## config.mk

```make
export PLATFORM = sky130hd
export DESIGN_NAME = spi_slave_fsm
export DESIGN_NICKNAME = d
export VERILOG_FILES = /design/src/rtl/spi_slave_fsm.sv
export SDC_FILE = /design/constraint.sdc
export NUM_CORES = 1
export LEC_CHECK = 0
export CORE_MARGIN = 2
export CORE_UTILIZATION = 45
export DETAILED_ROUTE_END_ITERATION = 8
export GPL_TIMING_DRIVEN = 0
export PLACE_DENSITY_LB_ADDON = 0.1
export SYNTH_ARGS = -nofsm -noshare
export SYNTH_HDL_FRONTEND = slang
export SYNTH_SLANG_ARGS = --single-unit
```

## constraint.sdc

```tcl
create_clock -name clk -period 1.74 [get_ports clk]
set_input_delay 0.261 -clock clk [delete_from_list [all_inputs] [get_ports clk]]
set_output_delay 0.261 -clock clk [all_outputs]
set_load 0.01 [all_outputs]
```

## src/rtl/spi_slave_fsm.sv

```systemverilog
// SPI mode-0 slave transaction controller: decodes an address/RW header from
// conditioned pad signals, then performs a single memory write or a serial read.
module spi_slave_fsm #(
    parameter int unsigned addrwidth  = 7,
    parameter int unsigned datawidth  = 8,
    parameter int unsigned countwidth = 4
) (
    input  logic                 clk,
    input  logic                 reset,
    input  logic                 cs_cond,
    input  logic                 sclk_posedge,
    input  logic                 sclk_negedge,
    input  logic                 mosi_cond,
    input  logic [datawidth-1:0] mem_rdata,
    output logic [addrwidth-1:0] mem_addr,
    output logic [datawidth-1:0] mem_wdata,
    output logic                 mem_we,
    output logic                 miso_out,
    output logic                 miso_bufe
);

    localparam int unsigned rxwidth = (addrwidth + 1 > datawidth) ? addrwidth + 1 : datawidth;
    localparam logic [countwidth-1:0] hdr_bits  = countwidth'(addrwidth + 1);
    localparam logic [countwidth-1:0] data_bits = countwidth'(datawidth);

    typedef enum logic [2:0] {
        S_WAIT,
        S_IDLE,
        S_GET_ADDR,
        S_DECODE,
        S_READ_LOAD,
        S_READ_SHIFT,
        S_WRITE_SHIFT,
        S_WRITE_MEM
    } state_t;

    state_t                 state, state_nxt;
    logic [countwidth-1:0]  cnt, cnt_nxt, cnt_inc;
    logic [rxwidth-1:0]     rx, rx_nxt, rx_shift;
    logic [datawidth-1:0]   tx, tx_nxt;
    logic                   rw, rw_nxt;
    logic [addrwidth-1:0]   addr_nxt;
    logic [datawidth-1:0]   wdata_nxt;
    logic                   we_nxt, miso_nxt, bufe_nxt;

    // State and datapath registers
    always_ff @(posedge clk) begin
        if (reset) begin
            state     <= S_WAIT;
            cnt       <= '0;
            rx        <= '0;
            tx        <= '0;
            rw        <= 1'b0;
            mem_addr  <= '0;
            mem_wdata <= '0;
            mem_we    <= 1'b0;
            miso_out  <= 1'b0;
            miso_bufe <= 1'b0;
        end else begin
            state     <= state_nxt;
            cnt       <= cnt_nxt;
            rx        <= rx_nxt;
            tx        <= tx_nxt;
            rw        <= rw_nxt;
            mem_addr  <= addr_nxt;
            mem_wdata <= wdata_nxt;
            mem_we    <= we_nxt;
            miso_out  <= miso_nxt;
            miso_bufe <= bufe_nxt;
        end
    end

    // Next-state and next-output logic; a high CS aborts every active state but WRITE_MEM
    always_comb begin
        state_nxt = state;
        cnt_nxt   = cnt;
        rx_nxt    = rx;
        tx_nxt    = tx;
        rw_nxt    = rw;
        addr_nxt  = mem_addr;
        wdata_nxt = mem_wdata;
        miso_nxt  = miso_out;
        rx_shift  = {rx[rxwidth-2:0], mosi_cond};
        cnt_inc   = cnt + countwidth'(1);

        case (state)
            S_WAIT: begin
                if (cs_cond) state_nxt = S_IDLE;
            end
            S_IDLE: begin
                if (!cs_cond) begin
                    state_nxt = S_GET_ADDR;
                    cnt_nxt   = '0;
                end
            end
            S_GET_ADDR: begin
                if (cs_cond) begin
                    state_nxt = S_WAIT;
                end else if (sclk_posedge) begin
                    rx_nxt  = rx_shift;
                    cnt_nxt = cnt_inc;
                    if (cnt_inc == hdr_bits) begin
                        state_nxt = S_DECODE;
                        addr_nxt  = rx_shift[addrwidth:1];
                        rw_nxt    = rx_shift[0];
                        cnt_nxt   = '0;
                    end
                end
            end
            S_DECODE: begin
                if (cs_cond)  state_nxt = S_WAIT;
                else if (rw)  state_nxt = S_READ_LOAD;
                else          state_nxt = S_WRITE_SHIFT;
            end
            S_READ_LOAD: begin
                if (cs_cond) begin
                    state_nxt = S_WAIT;
                end else begin
                    tx_nxt    = mem_rdata;
                    state_nxt = S_READ_SHIFT;
                end
            end
            S_READ_SHIFT: begin
                if (cs_cond) begin
                    state_nxt = S_WAIT;
                end else begin
                    if (sclk_negedge) begin
                        miso_nxt = tx[datawidth-1];
                        tx_nxt   = {tx[datawidth-2:0], 1'b0};
                    end
                    if (sclk_posedge) begin
                        cnt_nxt = cnt_inc;
                        if (cnt_inc == data_bits) begin
                            state_nxt = S_WAIT;
                            cnt_nxt   = '0;
                        end
                    end
                end
            end
            S_WRITE_SHIFT: begin
                if (cs_cond) begin
                    state_nxt = S_WAIT;
                end else if (sclk_posedge) begin
                    rx_nxt  = rx_shift;
                    cnt_nxt = cnt_inc;
                    if (cnt_inc == data_bits) begin
                        state_nxt = S_WRITE_MEM;
                        wdata_nxt = rx_shift[datawidth-1:0];
                        cnt_nxt   = '0;
                    end
                end
            end
            S_WRITE_MEM: begin
                state_nxt = S_WAIT;
            end
            default: begin
                state_nxt = S_WAIT;
            end
        endcase

        // Registered strobes follow the state being entered so they align with it
        we_nxt   = (state_nxt == S_WRITE_MEM);
        bufe_nxt = (state_nxt == S_READ_LOAD) || (state_nxt == S_READ_SHIFT);
        if (!bufe_nxt) miso_nxt = 1'b0;
    end

endmodule

```

[After elaboration in Yosys (flattened, before gate mapping)]
Index checks and enable logic that the tools add are counted.
Storage, ports and cells
  register bits: 41
  bits in latches: 0
  RAM bits: 0
  bits in read-only memories: 0
  input bits: 14
  logic and storage cells: 67
  memories: 0
Operators by class
  add/subtract/negate cells: 1
  $mul: 0
  divide/modulo/power cells: 0
  order comparisons: 0
  eq/ne operators: 17
  shift-type cells: 0
  multiplexer cells: 24
  bitwise logic cells: 2
  reduce and logical (&&, ||, !) cells: 13
Operator list (count)
  $mux 3: 13
  $mux 8: 3
  $pmux 3 s8: 1
  $eq 3x3->1 const B: 7
  $mux 4: 4
  $pmux 8 s2: 1
  $reduce_and 4->1: 4
  $ne 2x2->1 const B: 5
  $pmux 4 s2: 1
  $eq 3x2->1 const B: 2
  $reduce_and 3->1: 2
  $add 4x1->4 const B: 1
  $eq 4x4->1 const B: 1
  $reduce_bool 2->1: 2
  $reduce_or 2->1: 2
  $eq 3x1->1 const B: 1
  $logic_not 3->1: 1
  $reduce_or 3->1: 1
  $mux 2: 1
  $ne 2x1->1 const B: 1
  $not 1->1: 2
  $logic_or 1x1->1: 1

[Longest topological paths before layout]
  depth after elaboration: 10
  gate-level depth with buffers: 6

[Least setup slack after synthesis]
Ideal clock, no wire load.
  path kind: register to register
  start point: reg cnt[0]
  end point: reg mem_addr[6]
  data arrival time: 1.634 ns
  required time: 1.612 ns
  setup slack: -0.022 ns
  cell stages (with the launch flop): 6
  clock period less this slack: 1.762 ns
  cells stage by stage: dfxtp_1 > ha_1 > nand2_1 > a2111oi_4 > mux2i_1 > nor2_1
On the way
  cells in the longest elaborated chain, start to end: 3
Ends and longest elaborated chain
  start, declared: line 38  | logic [countwidth-1:0] cnt, cnt_nxt, cnt_inc;
  start signal, assigned: line 61  | cnt <= cnt_nxt;
  $add 4x1->4: line 84  | cnt_inc = cnt + countwidth'(1);
  $eq 4x4->1: line 102  | if (cnt_inc == hdr_bits) begin
  $reduce_and 4->1 (no source line)
  end signal, assigned: line 65  | mem_addr <= addr_nxt;
  end, declared: line 15  | output logic [addrwidth-1:0] mem_addr,
Every way passes these cells.
A chain may end at the register's enable or synchronous reset.

[Worst setup path in the final report]
  start point: in reset
  end point: reg mem_wdata[5]
RTL lines
  start, declared: line 9  | input logic reset,
  end signal, assigned: line 66  | mem_wdata <= wdata_nxt;
  end, declared: line 16  | output logic [datawidth-1:0] mem_wdata,
No word-level cell between the ends.

==> results_dict.tcl <==
set metrics [dict create \
    htreeDepth 2 \
    placed_cells 276 \
    cp_common_cell "clkbuf_1" \
    crit_path_cell_trace "clkdlybuf4s50_1 > clkbuf_1 > clkbuf_1 > nor2_1" \
    synth_area_leaders "dfxtp_1 (46%), mux2i_1 (10%), nand2_1 (5.5%)" \
    die_area_um2 4460 \
    clk_path_buf_depth 2 \
    clk_latency_ns 0.30 \
    yosysSeqAreaShare_pct 46.3 \
    layout.cells.non_filler 288 \
    worstReg2RegEnd "cnt[3]" \
    slew_viol_final 0 \
    synth_compound_gate_area_share_pct 15.9 \
    grt_max_degree 14 \
    synth_top_area_share_pct 46.3 \
    viasPerCell 5.52 \
    wl_per_cell_um 14.2 \
    hpwl_um 2860 \
    max_freq_ghz 0.606 \
    cts.sink_count 41 \
    holdPathEnd "cnt[1]" \
    synth_top_family_by_area "simple AND/OR/NAND/NOR gates" \
    drt_iter0_drc 53 \
    die_w_um 66.8 \
    hp-class "in -> reg" \
    synthAdderAreaFrac_pct 0.705 \
    antenna_found_initial 0 \
    syn-instance-count 197 \
    hold_viol 0 \
    place.gp.congestion 0.883 \
    finalPower_mw 1.65 \
    r2r_slack_ns 0.09 \
    synth.net_count 212 \
    syn_area_um2 1770 \
    cp-end-kind "register" \
    critPathRequiredTime_ns 1.91 \
    clk_pin_slew_ns 0.08 \
    synth_cell_types 38 \
    fin_util_pct 62.6 \
    drtAntennaViolNets 0 \
    period_minus_slack_ns 1.65 \
    wl_um 4080 \
    setup_viol 0 \
    post_synth.cell_area_avg_um2 9.01 \
    root_buffer "clkbuf_8" \
    firstDrtPassIters 4 \
    coreArea_um2 3720 \
    crit_path_top_delay_cell "clkdlybuf4s50_1" \
    die_y_um 66.8 \
    worst_setup_path_start_kind "input port" \
    grtUsageTotal_pct 20.8 \
    hold_path_startpoint "cs_cond" \
    post-route-drc-count 0 \
    relSlewSlack_pct 63.3 \
    vdd_drop_max_mv 0.561 \
    port_buffers 31 \
    ys_seq_elements 41 \
    worstSetupPathType "in -> reg" \
    grt_pass1_vias 1535 \
    start_util_pct 47.7 \
    fin_nets 254 \
    holdWs_ns 0.437 \
    num_vias 1590 \
    yosysWarnings 0 \
    status "completed" \
    cp_slowest_stage_delay_ns 0.55 \
    p_leak_nw 0.850 \
    grt_pass1_wl_um 6910 \
    worst_pin_slew_ns 0.551 \
    cp_max_fo 10 \
    drv_cap 0 \
    synth_mux_area_share_pct 10.2 \
    row_count 22 \
    cts_tree "yes" \
    cts_buffers 5 \
    hold_buffers 0 \
    io_pins 32 \
    synth_xor_area_share_pct 0.494 \
    synth.largest_area_cell "dfxtp_1" \
    final_layout_size_suffix_gt1_share_pct 14.6 \
    worstPathArrival_ns 1.82 \
    area_growth_pct 31.1 \
    power_density_nw_per_um2 711 \
    gr-total-overflow 0 \
    fin_crit_sh_pct 94.9 \
    n_antenna_cell 0 \
    whs_path_depth 3 \
    r2r_start "state[1]" \
    synthSimpleGateAreaFrac_pct 22.6 \
    reg2regPathDepth 6 \
    skew_ns 0.00514 \
]
power breakdown:
group	switching (mW)	internal [mW]	total, mW	leakage, nW
registers	0.00244	0.939	0.942	0.332
clock network	0.332	0.277	0.609	0.0439
logic	0.0569	0.0464	0.103	0.474
final cells by class:
type | instances | area, um2
fill | 344 | 1390
multi-input combinational | 139 | 927
sequential | 41 | 826
timing repair buffer | 35 | 338
buffer | 14 | 77.6
clock buffer | 5 | 68.8
tap | 48 | 60.1
clock inverter | 3 | 17.5
inverter | 3 | 11.3
registers in the layout (all words and copies together) (netlist names):
signal and count:
state 3, mem_wdata 8, rw 1, cnt 4, mem_addr 7, miso_bufe 1, rx 7, miso_out 1
mem_we 1, tx 8
synthesized netlist by cell type (all sizes together):
cell type	number
ha	1
inv	3
a21oi	13
nor2b	2
a21bo	1
nand2b	2
or3	1
a22oi	1
nand2	26
nand3b	3
a2111o	1
nor4bb	1
or3b	1
a2111oi	1
a21boi	1
mux2i	18
o41ai	2
xnor2	1
buf	4
clkbuf	10
nor4b	1
nor3b	2
nor2	26
a31oi	1
nand4bb	2
o311ai	2
a31o	2
a21o	1
nand3	9
nor3	3
o211ai	1
a311oi	7
nor4	2
o21ai	2
dfxtp	41
and3b	1
o31ai	1
worst max-delay path by stage:
stage                         to     start  cells after the start
floorplan            mem_addr[6]    cnt[0]                      5
global placement     mem_addr[1]   cs_cond                      6
detailed placement   mem_addr[0]   cs_cond                      6
CTS                        tx[5]  state[2]                      5
global route               tx[5]  state[0]                      6
finish              mem_wdata[5]     reset                      4
worst max-delay path, delay by kind of cell:
family | cells | cell delay [ns]
buf+inv | 3 | 1.46
simple gates | 1 | 0.11
cells by family (layout without fill, tap and decap cells):
kind of cell / count (synthesis) / in the layout
compound gates: 37 / 37
xor+xnor: 1 / 1
fa+ha+maj: 1 / 1
buf+inv: 17 / 60
flops: 41 / 41
mux: 18 / 18
simple gates: 82 / 82
metal layers:
| layer | routed length (um) | share of wire (%) | GRT usage, % |
|---|---|---|---|
| met1 | 1820 | 45 | 25.8 |
| met2 | 2020 | 49 | 33.5 |
| met3 | 156 | 3.8 | 5.74 |
| met4 | 84 | 2.1 | 9.44 |
| met5 | 0 | 0 | 0 |
what timing repair did:
action | CTS | global route
buffers inserted | 2 | 2
gates resized for setup | 15 | 16
setup endpoints to repair | 27 | 25
endpoints found under the hold margin | 0 | 0
gates cloned | 0 | 0
pin swaps | 1 | 2
metrics by stage:
step	instance area [um2]	worst slack, ns	TNS [ns]
6_report	2330	0.0891	0
5_1_grt	2330	-0.00558	-0.00558
4_1_cts	2280	0.0155	0
3_5_place_dp	2140	-0.823	-14.55
3_3_place_gp	2140	-0.789	-13.83
2_1_floorplan	1770	0.0589	0
layout by cell type, fill, tap and decap left out, types with 2 or more instances in the layout:
master,n
o21ai_0,2
nor2b_1,2
mux2i_1,18
nand4bb_1,2
nor3b_1,2
inv_1,3
nor3_1,3
nand2b_1,2
nor2_1,26
a311oi_1,7
nand2_1,25
nand3b_1,3
dfxtp_1,39
clkbuf_2,5
nand3_1,9
clkinv_2,2
buf_6,2
clkdlybuf4s50_1,29
clkbuf_8,5
o311ai_1,2
a31o_2,2
buf_4,5
clkbuf_1,5
a21oi_1,12
Note: power is estimated with default switching activity, not from simulation.
